[config.mk]
export PLATFORM = sky130hd
export DESIGN_NAME = bram_stream_reader
export DESIGN_NICKNAME = d
export VERILOG_FILES = /design/src/rtl/ram_pkg.sv /design/src/rtl/stream_out_reg.sv /design/src/rtl/bram_stream_reader.sv
export SDC_FILE = /design/constraint.sdc
export NUM_CORES = 1
export LEC_CHECK = 0
export CORE_AREA = 10 10 86 88
export DETAILED_ROUTE_END_ITERATION = 10
export DIE_AREA = 0 0 96 98
export HOLD_SLACK_MARGIN = 0.06
export PLACE_DENSITY_LB_ADDON = 0.1
export SLEW_MARGIN = 20
export SYNTH_ARGS = -nofsm -noshare
export SYNTH_HDL_FRONTEND = slang
export SYNTH_SLANG_ARGS = --single-unit
[constraint.sdc]
create_clock -name clk -period 4.91 [get_ports clk]
set_clock_uncertainty 0.2 [all_clocks]
set_input_delay 0.982 -clock clk [delete_from_list [all_inputs] [get_ports clk]]
set_output_delay 0.982 -clock clk [all_outputs]
set_load 0.01 [all_outputs]
[src/rtl/ram_pkg.sv]
// Shared constants and FSM encoding for the distributed-RAM stream reader.
package ram_pkg;

  localparam int unsigned RamAw = 8;
  localparam int unsigned RamDw = 32;

  typedef enum logic [1:0] {
    StIdle  = 2'd0,
    StRead  = 2'd1,
    StDrain = 2'd2,
    StDone  = 2'd3
  } state_e;

endpackage

[src/rtl/stream_out_reg.sv]
// Single-entry valid/ready output register carrying {last, data}.
module stream_out_reg #(
  parameter int unsigned DW = 32
) (
  input  logic          clk_i,
  input  logic          rst_i,
  input  logic          in_valid_i,
  input  logic [DW-1:0] in_data_i,
  input  logic          in_last_i,
  output logic          in_ready_o,
  output logic          m_valid_o,
  output logic [DW-1:0] m_data_o,
  output logic          m_last_o,
  input  logic          m_ready_i
);

  logic        valid_q, valid_d;
  logic [DW:0] word_q, word_d;

  // Accept a new word when empty or when the current one leaves this cycle.
  assign in_ready_o = !valid_q || m_ready_i;

  // Next-state: reload on accept, otherwise empty out on handshake.
  always_comb begin
    valid_d = valid_q;
    word_d  = word_q;
    if (in_valid_i && in_ready_o) begin
      valid_d = 1'b1;
      word_d  = {in_last_i, in_data_i};
    end else if (m_ready_i) begin
      valid_d = 1'b0;
    end
  end

  // Output register state.
  always_ff @(posedge clk_i or posedge rst_i) begin
    if (rst_i) begin
      valid_q <= 1'b0;
      word_q  <= '0;
    end else begin
      valid_q <= valid_d;
      word_q  <= word_d;
    end
  end

  assign m_valid_o = valid_q;
  assign m_data_o  = word_q[DW-1:0];
  assign m_last_o  = word_q[DW];

endmodule

[src/rtl/bram_stream_reader.sv]
// Walks a block of RAM addresses and streams the read words out over valid/ready.
module bram_stream_reader
  import ram_pkg::*;
#(
  parameter int unsigned AW = RamAw,
  parameter int unsigned DW = RamDw
) (
  input  logic          clk,
  input  logic          rst,
  input  logic          start,
  input  logic [AW-1:0] base_addr,
  input  logic [AW:0]   length,
  output logic [AW-1:0] ram_addr,
  input  logic [DW-1:0] ram_dout,
  output logic          m_valid,
  output logic [DW-1:0] m_data,
  output logic          m_last,
  input  logic          m_ready,
  output logic          busy,
  output logic          done
);

  localparam logic [AW-1:0] AddrOne = {{(AW-1){1'b0}}, 1'b1};
  localparam logic [AW:0]   RemOne  = {{AW{1'b0}}, 1'b1};

  state_e        state_q, state_d;
  logic [AW-1:0] addr_q, addr_d;
  logic [AW:0]   rem_q, rem_d;
  logic          rd_valid, rd_ready, rd_last;

  // The word being read is the block's final one when one word remains.
  assign rd_last = (rem_q == RemOne);

  // FSM next-state, address and remaining-word counters.
  always_comb begin
    state_d  = state_q;
    addr_d   = addr_q;
    rem_d    = rem_q;
    rd_valid = 1'b0;
    done     = 1'b0;
    unique case (state_q)
      StIdle: begin
        if (start) begin
          addr_d  = base_addr;
          rem_d   = length;
          state_d = (length == '0) ? StDone : StRead;
        end
      end
      StRead: begin
        rd_valid = 1'b1;
        if (rd_ready) begin
          addr_d = addr_q + AddrOne;
          rem_d  = rem_q - RemOne;
          if (rd_last) state_d = StDrain;
        end
      end
      StDrain: begin
        // Only the final word is left in the output register.
        if (m_valid && m_ready) state_d = StDone;
      end
      StDone: begin
        done    = 1'b1;
        state_d = StIdle;
      end
      default: state_d = StIdle;
    endcase
  end

  // State and counter registers.
  always_ff @(posedge clk or posedge rst) begin
    if (rst) begin
      state_q <= StIdle;
      addr_q  <= '0;
      rem_q   <= '0;
    end else begin
      state_q <= state_d;
      addr_q  <= addr_d;
      rem_q   <= rem_d;
    end
  end

  assign ram_addr = addr_q;
  assign busy     = (state_q != StIdle);

  stream_out_reg #(
    .DW (DW)
  ) u_out (
    .clk_i      (clk),
    .rst_i      (rst),
    .in_valid_i (rd_valid),
    .in_data_i  (ram_dout),
    .in_last_i  (rd_last),
    .in_ready_o (rd_ready),
    .m_valid_o  (m_valid),
    .m_data_o   (m_data),
    .m_last_o   (m_last),
    .m_ready_i  (m_ready)
  );

endmodule

==> impl_metrics.csv <==
group,metric,value,unit
synth,synth_top_cell_by_area,"dfrtp_1",
sta,finalCritPeriodShare,0.590,
placement,hpwl,5460,um
setup_path,crit_slowest_cell,"clkdlybuf4s50_1",
clocking,insertion_delay,300,ps
synth,synth_nets,365,
grt,grt_pass1_wl,11700,um
grt,grt-ovfl-total,0,
clocking,clock-sinks,53,
pwr,power_leakage,1.72,nW
sta,setup_violations,0,
placement,dpl-instance-area,3650,um^2
min_path,hp-class,"reg -> reg",
floorplan,num_rows,28,
synth,ys_ff_latch,53,
cells_and_area,synthToLayoutAreaGrowth,42.9,%
grt,grt_util_all_layers,0.152,
cells_and_area,final_nets,456,
drt,vias_per_cell,5.13,
setup_path,end_kind,"output pin",
synth,synth_ff_type,"dfrtp_1",
sta,clock.fmax,0.345,GHz
drt,routed_wirelength,7190,um
floorplan,die_h,98,um
cells_and_area,fin_area,3760,um^2
setup_path,cp-start-kind,"flop",
grt,grt_pass1_vias,2401,
floorplan,fp.dieW,96,um
sta,grt_setup_unrepaired,"no",
clocking,post_cts_buffers,0,
floorplan,ios,97,
synth,synth_top_area_frac,0.504,
sta,period_needed,2900,ps
drt,drt-pass1-iter-count,4,
setup_path,cp_top_family,"buffers and inverters",
pwr,irDropWorstVdd,0.102,mV
cells_and_area,drive_above_1_share,0.0631,
floorplan,dieArea,9410,um^2
grt,antenna_found_initial,0,
synth,yosysUniqueCellTypes,41,
drt,drt_iter0_markers,109,
drt,dr_total_vias,2414,
setup_path,cp_max_fo,4,
setup_path,crit_top_cell,"inv_1",
clocking,cts_tree,"built",
sta,drv_slew,0,
placement,port_buffers,96,
clocking,htree_levels,2,
clocking,clkSlewWorstSetupHoldPaths,100,ps
run,max-cap-violations,0,
clocking,cts_hold_buf,0,
drt,drc,0,
floorplan,core-area,5750,um^2
setup_path,path_class,"reg -> out",
synth,ys_seq_area_frac,0.504,
clocking,cts_buffers,5,
floorplan,start_util,0.458,
synth,avgSynthCellArea,8.66,um^2
cells_and_area,fillers,502,
sta,finalHoldViolCount,0,
outcome,outcome,"completed",
setup_path,critPathBufInv,3,
setup_path,crit_chain,"inv_1 -> ha_1 -> inv_1 -> clkdlybuf4s50_1",
sta,worstMarginPinSlew,937,ps
clocking,clockRootBuffer,"clkbuf_8",
drt,ant_nets,0,
synth,synthesis.area,2630,um^2
sta,tns,0,ps
setup_path,max_stage_delay,550,ps
synth,ys_top_cells_by_area,"dfrtp_1 (50%), nand2_1 (16%), ha_1 (3.8%), a21oi_1 (3.4%), o21ai_0 (3.2%)",
placement,gp_congestion,0.797,
clocking,cts_resized,0,
grt,grt_max_degree,32,
cells_and_area,antenna_cells,0,
clocking,cts_buffer_depth,2,
setup_path,crit_required,3730,ps
setup_path,cp.arrival,1720,ps
sta,relSlewSlack,0.375,
synth,synth_edf_count,0,
synth,yosys_warnings,0,
pwr,power.density,215,nW/um^2
drt,avgRoutedWirePerCell,15.3,um
synth,async_flop_share,1.00,
synth,syn-instance-count,304,
==> flip-flops by register name, summed over array words and instances, names as in the netlist <==
register         cells
u_out.word_q        33
rem_q                9
ram_addr             8
state_q              2
u_out.m_valid_o      1
==> per-stage QoR <==
step | hold slack (ps) | util | worst slack [ps] | std cells | total power [mW]
CTS | 286 | 0.655 | 1990 | 471 | 0.816
global placement | 257 | 0.635 | 1930 | 463 | 0.515
global route | 301 | 0.655 | 1750 | 471 | 0.842
finish | 283 | 0.655 | 2010 | 471 | 0.809
detailed placement | 262 | 0.635 | 1900 | 463 | 0.516
floorplan | 309 | - | 2440 | 304 | 0.465
==> cells in the mapped netlist, types with 4 or more instances <==
| library cell | instances |
|---|---|
| ha_1 | 8 |
| o21ai_0 | 17 |
| dfrtp_1 | 53 |
| nand3_1 | 8 |
| nor2_1 | 7 |
| a21oi_1 | 18 |
| buf_2 | 12 |
| nor3_1 | 7 |
| inv_1 | 9 |
| clkbuf_1 | 4 |
| nand4_1 | 4 |
| nand2_1 | 111 |
| a2bb2oi_1 | 6 |
==> cells by family (layout without fill, tap and decap cells) <==
| group | count (synthesis) | count (layout) | synth area share |
|---|---|---|---|
| buffers and inverters | 26 | 118 | 0.0428 |
| DFF | 53 | 53 | 0.504 |
| muxes | 2 | 2 | 0.00760 |
| and+or+nand+nor | 161 | 161 | 0.278 |
| adders and majority gates | 8 | 8 | 0.0380 |
| AOI/OAI and AO/OA | 54 | 54 | 0.130 |
==> where the power goes <==
part	internal, mW	switching [mW]
Combinational	0.0442	0.0234
Clock	0.153	0.149
Sequential	0.437	0.00181
==> cell usage in the layout, fill, tap and decap left out, types with 2 or more instances in the layout <==
| cell | Yosys | routed |
|---|---|---|
| ha_1 | 8 | 8 |
| nor2b_1 | 3 | 2 |
| nand2_1 | 111 | 111 |
| nor3_1 | 7 | 7 |
| nor4_1 | 2 | 2 |
| nand4_1 | 4 | 4 |
| o21ai_0 | 17 | 17 |
| nor3b_1 | 2 | 2 |
| a2bb2oi_1 | 6 | 6 |
| clkbuf_8 | 0 | 5 |
| mux2i_1 | 2 | 2 |
| clkdlybuf4s50_1 | 0 | 96 |
| dfrtp_1 | 53 | 53 |
| o211ai_1 | 2 | 2 |
| o22ai_1 | 3 | 3 |
| a21oi_1 | 18 | 18 |
| nand3_1 | 8 | 8 |
| a211oi_2 | 2 | 2 |
| buf_4 | 0 | 5 |
| inv_1 | 9 | 8 |
| nor2_1 | 7 | 7 |
| nor2b_2 | 2 | 3 |
| nand2b_1 | 3 | 3 |
==> per-layer routing <==
metal	global-route usage	vias to the layer above	part of all wire
li1	-	1201	-
met2	0.249	68	0.48
met1	0.191	1140	0.44
met3	0.0360	5	0.073
met4	0.0443	0	0.0082
met5	0	-	0
==> layout make-up <==
type                            count  area [um^2]  share of cell area
Sequential cell                    53         1330               0.353
Multi-Input combinational cell    225         1200               0.318
Timing Repair Buffer              101          998               0.265
Tap cell                           75         93.8              0.0250
Clock buffer                        5         68.8              0.0183
Clock inverter                      3         43.8              0.0116
Inverter                            9         33.8             0.00898
==> final timing paths <==
check / cells past startpoint / end / start / slack (ps)
max: 4 / busy / state_q[0] / 2010
min: 2 / u_out.word_q[1] / u_out.word_q[1] / 280
max reg2reg: 7 / rem_q[2] / state_q[1] / 2030
min reg2reg: 2 / u_out.word_q[1] / u_out.word_q[1] / 280
max in group asynchronous: 3 / rem_q[8] / rst / 2850
min in group asynchronous: 2 / u_out.word_q[27] / rst / 880
==> worst reg2reg max path, stage by stage (launching register included) <==
cell and delay, ps:
dfrtp_1 410, inv_1 120, ha_1 790, buf_4 430
nor2_1 120, a211o_1 390, a21oi_1 180, a2bb2oi_1 180
Note: power is estimated with default switching activity, not from simulation.
